<file path="config.mk">
export PLATFORM = sky130hd
export DESIGN_NAME = cycle_counter
export DESIGN_NICKNAME = d
export VERILOG_FILES = /design/src/rtl/cycle_counter.sv
export SDC_FILE = /design/constraint.sdc
export NUM_CORES = 1
export LEC_CHECK = 0
export BUFFER_PORTS_ARGS = -buffer_cell sky130_fd_sc_hd__buf_2
export CORE_UTILIZATION = 35
export CTS_BUF_LIST = sky130_fd_sc_hd__clkbuf_8
export CTS_CLUSTER_SIZE = 30
export DETAILED_ROUTE_END_ITERATION = 6
export SLEW_MARGIN = 20
export SYNTH_ARGS = -nofsm -noshare
export SYNTH_HDL_FRONTEND = slang
export SYNTH_SLANG_ARGS = --single-unit
</file>
<file path="constraint.sdc">
create_clock -name clk -period 1.8 [get_ports clk]
set_input_delay 0.18 -clock clk [delete_from_list [all_inputs] [get_ports clk]]
set_output_delay 0.18 -clock clk [all_outputs]
set_load 0.03 [all_outputs]
</file>
<file path="src/rtl/cycle_counter.sv">
// cycle_counter: free-running 64-bit cycle counter for the pipelined CPU.
// Counts every rising clock edge while the core is not halted; a
// synchronous clear has priority over halt and increment. A sticky wrap
// flag records overflow of the full 64-bit count.
// Optional feature macro: CYCLE_COUNTER_SNAPSHOT_EN adds a snapshot
// request input (snap) and a 64-bit capture register (snap_count).
module cycle_counter (
  input  logic        clk,
  input  logic        rst,
  input  logic        halt,
  input  logic        clr,
  output logic [31:0] count,
  output logic [31:0] count_hi,
  output logic        wrap
`ifdef CYCLE_COUNTER_SNAPSHOT_EN
  ,
  input  logic        snap,
  output logic [63:0] snap_count
`endif
);

  logic [63:0] r_cnt;
  logic        r_wrap;
  logic [63:0] w_next_cnt;
  logic        w_next_wrap;
  logic        w_at_max;

  // Terminal-count detect: an increment from here wraps to zero
  assign w_at_max = (r_cnt == {64{1'b1}});

  // Next-state selection: clear beats halt, halt beats increment
  always_comb begin
    w_next_cnt  = r_cnt;
    w_next_wrap = r_wrap;
    if (clr) begin
      w_next_cnt  = 64'd0;
      w_next_wrap = 1'b0;
    end else if (halt) begin
      w_next_cnt  = r_cnt;
      w_next_wrap = r_wrap;
    end else begin
      // Single 64-bit add keeps low/high words coherent (no torn value)
      w_next_cnt  = r_cnt + 64'd1;
      w_next_wrap = r_wrap | w_at_max;
    end
  end

  // Count and sticky wrap registers with asynchronous reset
  always_ff @(posedge clk or posedge rst) begin
    if (rst) begin
      r_cnt  <= 64'd0;
      r_wrap <= 1'b0;
    end else begin
      r_cnt  <= w_next_cnt;
      r_wrap <= w_next_wrap;
    end
  end

  // Outputs come straight from registers, independent of halt/clr/snap
  assign count    = r_cnt[31:0];
  assign count_hi = r_cnt[63:32];
  assign wrap     = r_wrap;

`ifdef CYCLE_COUNTER_SNAPSHOT_EN
  logic [63:0] r_snap_count;

  // Capture the pre-update count on request, regardless of halt or clear
  always_ff @(posedge clk or posedge rst) begin
    if (rst) begin
      r_snap_count <= 64'd0;
    end else if (snap) begin
      r_snap_count <= r_cnt;
    end else begin
      r_snap_count <= r_snap_count;
    end
  end

  assign snap_count = r_snap_count;
`endif

endmodule

</file>
Word level (Yosys, flattened, before mapping)
Cells that the tools add are included.
{"block": "totals", "wordCells": 10, "reg_bits": 65}
{"block": "classes", "n_addsub": 1, "bitwise_logic": 1, "muxes": 4, "n_eq_ne": 2}
{"op": "64-bit two-way mux", "count": 2}
{"op": "64-bit by 1-bit adder with 64-bit output (second input constant)", "count": 1}
{"op": "64-bit == test (second input constant)", "count": 1}
{"op": "1-bit two-way mux", "count": 2}
{"op": "2-bit by 1-bit inequality test with 1-bit output (second input constant)", "count": 1}
{"op": "1-bit bitwise OR", "count": 1}

Depth between registers and ports, before layout
{"block": "logic_depth", "word_depth": 4, "depth_mapped": 8}

Least setup slack after synthesis
OpenSTA, ideal clock, no wires.
{"block": "synth_timing", "kind": "reg2reg", "start": "register r_cnt[16]", "end": "register r_cnt[41]", "path_stages_with_launch": 8, "required_ps": 1675, "synth_period_minus_slack_ps": 2195, "setup_ps": 125, "setup_slack_ps": -395, "arrival_ps": 2070, "cell_sequence": "dfrtp_1 > and4_4 > and3_1 > buf_6 > nand4_4 > buf_6 > nor4_1 > mux2_2"}
{"block": "synth_via", "elab_chain_len": 3}
{"item": "from (decl)", "line_no": "22", "text": "logic [63:0] r_cnt;"}
{"item": "from (signal assigned)", "line_no": "54", "text": "r_cnt <= w_next_cnt;"}
{"item": "64-bit by 1-bit adder with 64-bit output", "line_no": "43", "text": "w_next_cnt = r_cnt + 64'd1;"}
{"item": "64-bit two-way mux", "line_no": "38", "text": "end else if (halt) begin"}
{"item": "64-bit two-way mux", "line_no": "35", "text": "if (clr) begin"}
Every way passes these cells. The select of a mux whose other input is x is not followed.
A chain may end at the register's enable or synchronous reset.

Worst setup path in the final report
{"block": "layout_timing", "start": "register r_cnt[16]", "end": "register r_cnt[61]"}
The elaborated chain is that of the path after synthesis.

==> run metrics <==
Top delay family on crit path simple AND/OR/NAND/NOR gates; GRT Resource Usage Total 20.3%; Post-synth EDFFs 0; Die H 104 um; largest family of logic cells by synthesized area simple AND/OR/NAND/NOR gates; DRT Wirelength 11100 um; Tcrit/Tclk final 104%; placed cells 669; Avg WL per Cell 15.5 um; minimum clock period 1.86 ns; Multi-input gate area 0.00204 mm^2; register area share after synthesis 45.1%; Yosys top cell by area dfrtp_1; iteration-0 DRC count of the detailed router 163; Slowest cell on crit path or4_1; final std cells w/o fill 716; total power 0.00314 W; clock sinks 65; Finished Cell Area 0.00561 mm^2; Row Count 36; H-Tree Depth 3; vias 3796; Post-Synth Adder-Cell Area 0.347%; antenna-violating nets left 0; maximum vdd drop 0.358 mV; Worst path max stage delay 0.53 ns; largest net degree at the start of global routing 72; clock power share 49.5%; worst-margin pin slew 0.809 ns; DP HPWL 7440 um; diode count 0; critical path cell sequence and4_4 > and3_4 > buf_4 > nand4_4 > or4_1 > a21oi_1; Bufs and invs on worst path 1; vias in the first global route 3522; CTS Buf Count 9; XOR/XNOR share of the synthesized area 7.04%; leakage 2.63 nW; final hold violation count 0; Internal 0.00245 W; Setup WS post-layout -0.0637 ns; PD cells 560 mW/mm^2; grt ovf 0; Final Slew Violations 0; Seq pwr share 46.8%; DRC Markers 0; Comb power frac 3.8%; Post-synth top flop dfrtp_1; CP Max Fanout 5; Worst EP arrival 2.13 ns; initial antenna violation count 0; core area 0.00986 mm^2; dominant cells by area after synthesis dfrtp_1 (45%), xor2_1 (5.3%), nand4_1 (5.0%); Clk Latency, worst-skew pair 0.35 ns; Switching Share 22.0%; clock buffer depth 2; Seq cells post-synth 65; RSZ-0062 raised after global routing yes; Relative slew margins 46.0%; status finished, violations left; post-place instance area 0.00491 mm^2; starting density of the core 36.6%; most common cell in the netlist dfrtp_1; share of layout cells above drive strength 1 53.0%; crit path kind register to register; Final Wtd Congestion 0.824; Mapped Cells 385; CTS tree yes; Final Net Count 583; register area 0.00168 mm^2; Synth Area in Compound Gates 9.46%; # IOs 69; fill cell count 892; Synth top cells by count dfrtp_1 (65), nor2_1 (45), a21oi_1 (29), nand4_1 (29); port buffer count 68; Root Buffer clkbuf_8; Max Fclk 0.537 GHz; Distinct cells, synth 37; Warnings, synthesis 0; Max-Cap Viols 0; post-synthesis mux area share 2.15%; synthesis-to-layout area growth 55.3%; die width 104 um; Async SR Flop Fraction 100%; failing checks setup timing; Worst setup EP type register; Post-Syn Area 0.00361 mm^2; setup violators final 13; Required @ worst endpoint 2.07 ns; net count after synthesis 390; skew final 0.00873 ns; simple-gate portion of the synthesized area 31.6%; HP Class input port to register; Via-to-Cell Ratio 5.30; area of the die 0.0107 mm^2; Synth top area share 45.1%; clock-pin slew on the worst setup and hold paths 0.08 ns; drt first pass iters 4; Worst setup SP type register; NetSw 0.000690 W; Mapped Avg Cell Area 9.38 um^2; first-pass GRT wire length 17500 um
## power groups by stage
| stage | sequential (W) | clock [W] | combinational (W) |
|---|---|---|---|
| after floorplan | 0.00151 | 0 | 0.0000586 |
| after global placement | 0.00150 | 0 | 0.000112 |
| after global routing | 0.00147 | 0.00163 | 0.000134 |
| after CTS | 0.00147 | 0.00157 | 0.000116 |
| final | 0.00147 | 0.00155 | 0.000118 |
| after detailed placement | 0.00150 | 0 | 0.000113 |
## registers in the layout, indices dropped and copies added, names as in the netlist
signal  cells
r_cnt      64
wrap        1
## final timing paths
path / startpoint / endpoint / slack, ns / cells after the start
worst min register to register: wrap / wrap / 0.53 / 2
min in group asynchronous: rst / r_cnt[1] / 0.45 / 4
worst min-delay path: halt / r_cnt[1] / 0.22 / 4
max in group asynchronous: rst / r_cnt[50] / 0.81 / 4
worst max-delay path: r_cnt[16] / r_cnt[61] / -0.06 / 6
worst max register to register: r_cnt[16] / r_cnt[61] / -0.06 / 6
## placed cells by master, fill, tap and decap left out, drive strengths merged, types with 7 or more instances in the layout
| cell type | instances |
|---|---|
| or4 | 21 |
| or3 | 8 |
| xor2 | 22 |
| nor3 | 9 |
| nand4 | 33 |
| inv | 8 |
| and4 | 7 |
| nor4 | 7 |
| buf | 202 |
| clkbuf | 11 |
| nand2 | 22 |
| xnor2 | 7 |
| nand3 | 21 |
| and3 | 11 |
| o31ai | 21 |
| a21oi | 29 |
| dfrtp | 65 |
| nor2 | 46 |
## through the flow
stage          util [%]  hold slack (ns)  setup TNS, ns  setup slack, ns
6_report           56.8            0.221         -0.574          -0.0637
5_1_grt            56.8            0.262          -2.91           -0.153
4_1_cts            53.9            0.214         -0.698          -0.0779
3_5_place_dp       49.8            0.281          -2.13           -0.170
3_3_place_gp       49.8            0.277          -1.29           -0.108
2_1_floorplan         -            0.316          -3.01           -0.164
## worst register-to-register path: cells and delay by family, from the launching register on
family,cells,cell delay [ns]
buf+inv,1,0.15
simple gates,4,1.12
compound gates,1,0.15
flops,1,0.36
## layout make-up
type                            count  share of cell area [%]
Multi-Input combinational cell    290                    36.4
Sequential cell                    65                    29.9
Timing Repair Buffer              204                    25.7
Tap cell                          133                    2.97
Clock buffer                       10                    2.45
Clock inverter                      6                    1.90
Inverter                            8                   0.603
## metal layers
layer | track usage (%) | routed length (um) | vias to the layer above
li1 | - | - | 1806
met1 | 27.4 | 5120 | 1876
met2 | 33.3 | 5370 | 98
met3 | 2.89 | 424 | 16
met4 | 7.35 | 204 | 0
met5 | 0 | 0 | -
## what timing repair did
action	4_1_cts	5_1_grt
gates cloned	0	2
gates resized for setup	20	30
endpoints found under the hold margin	23	0
hold buffers	1	0
setup buffers	10	18
pin swaps	12	12
endpoints found under the setup margin	34	34
## cell families (layout without fill, tap and decap cells)
family,Yosys count,count (layout)
flops,65,65
buf+inv,31,228
mux,7,7
xor+xnor,29,29
simple gates,195,196
compound gates,57,57
fa+ha+maj,1,1
Power figures use the tool's default switching activity.
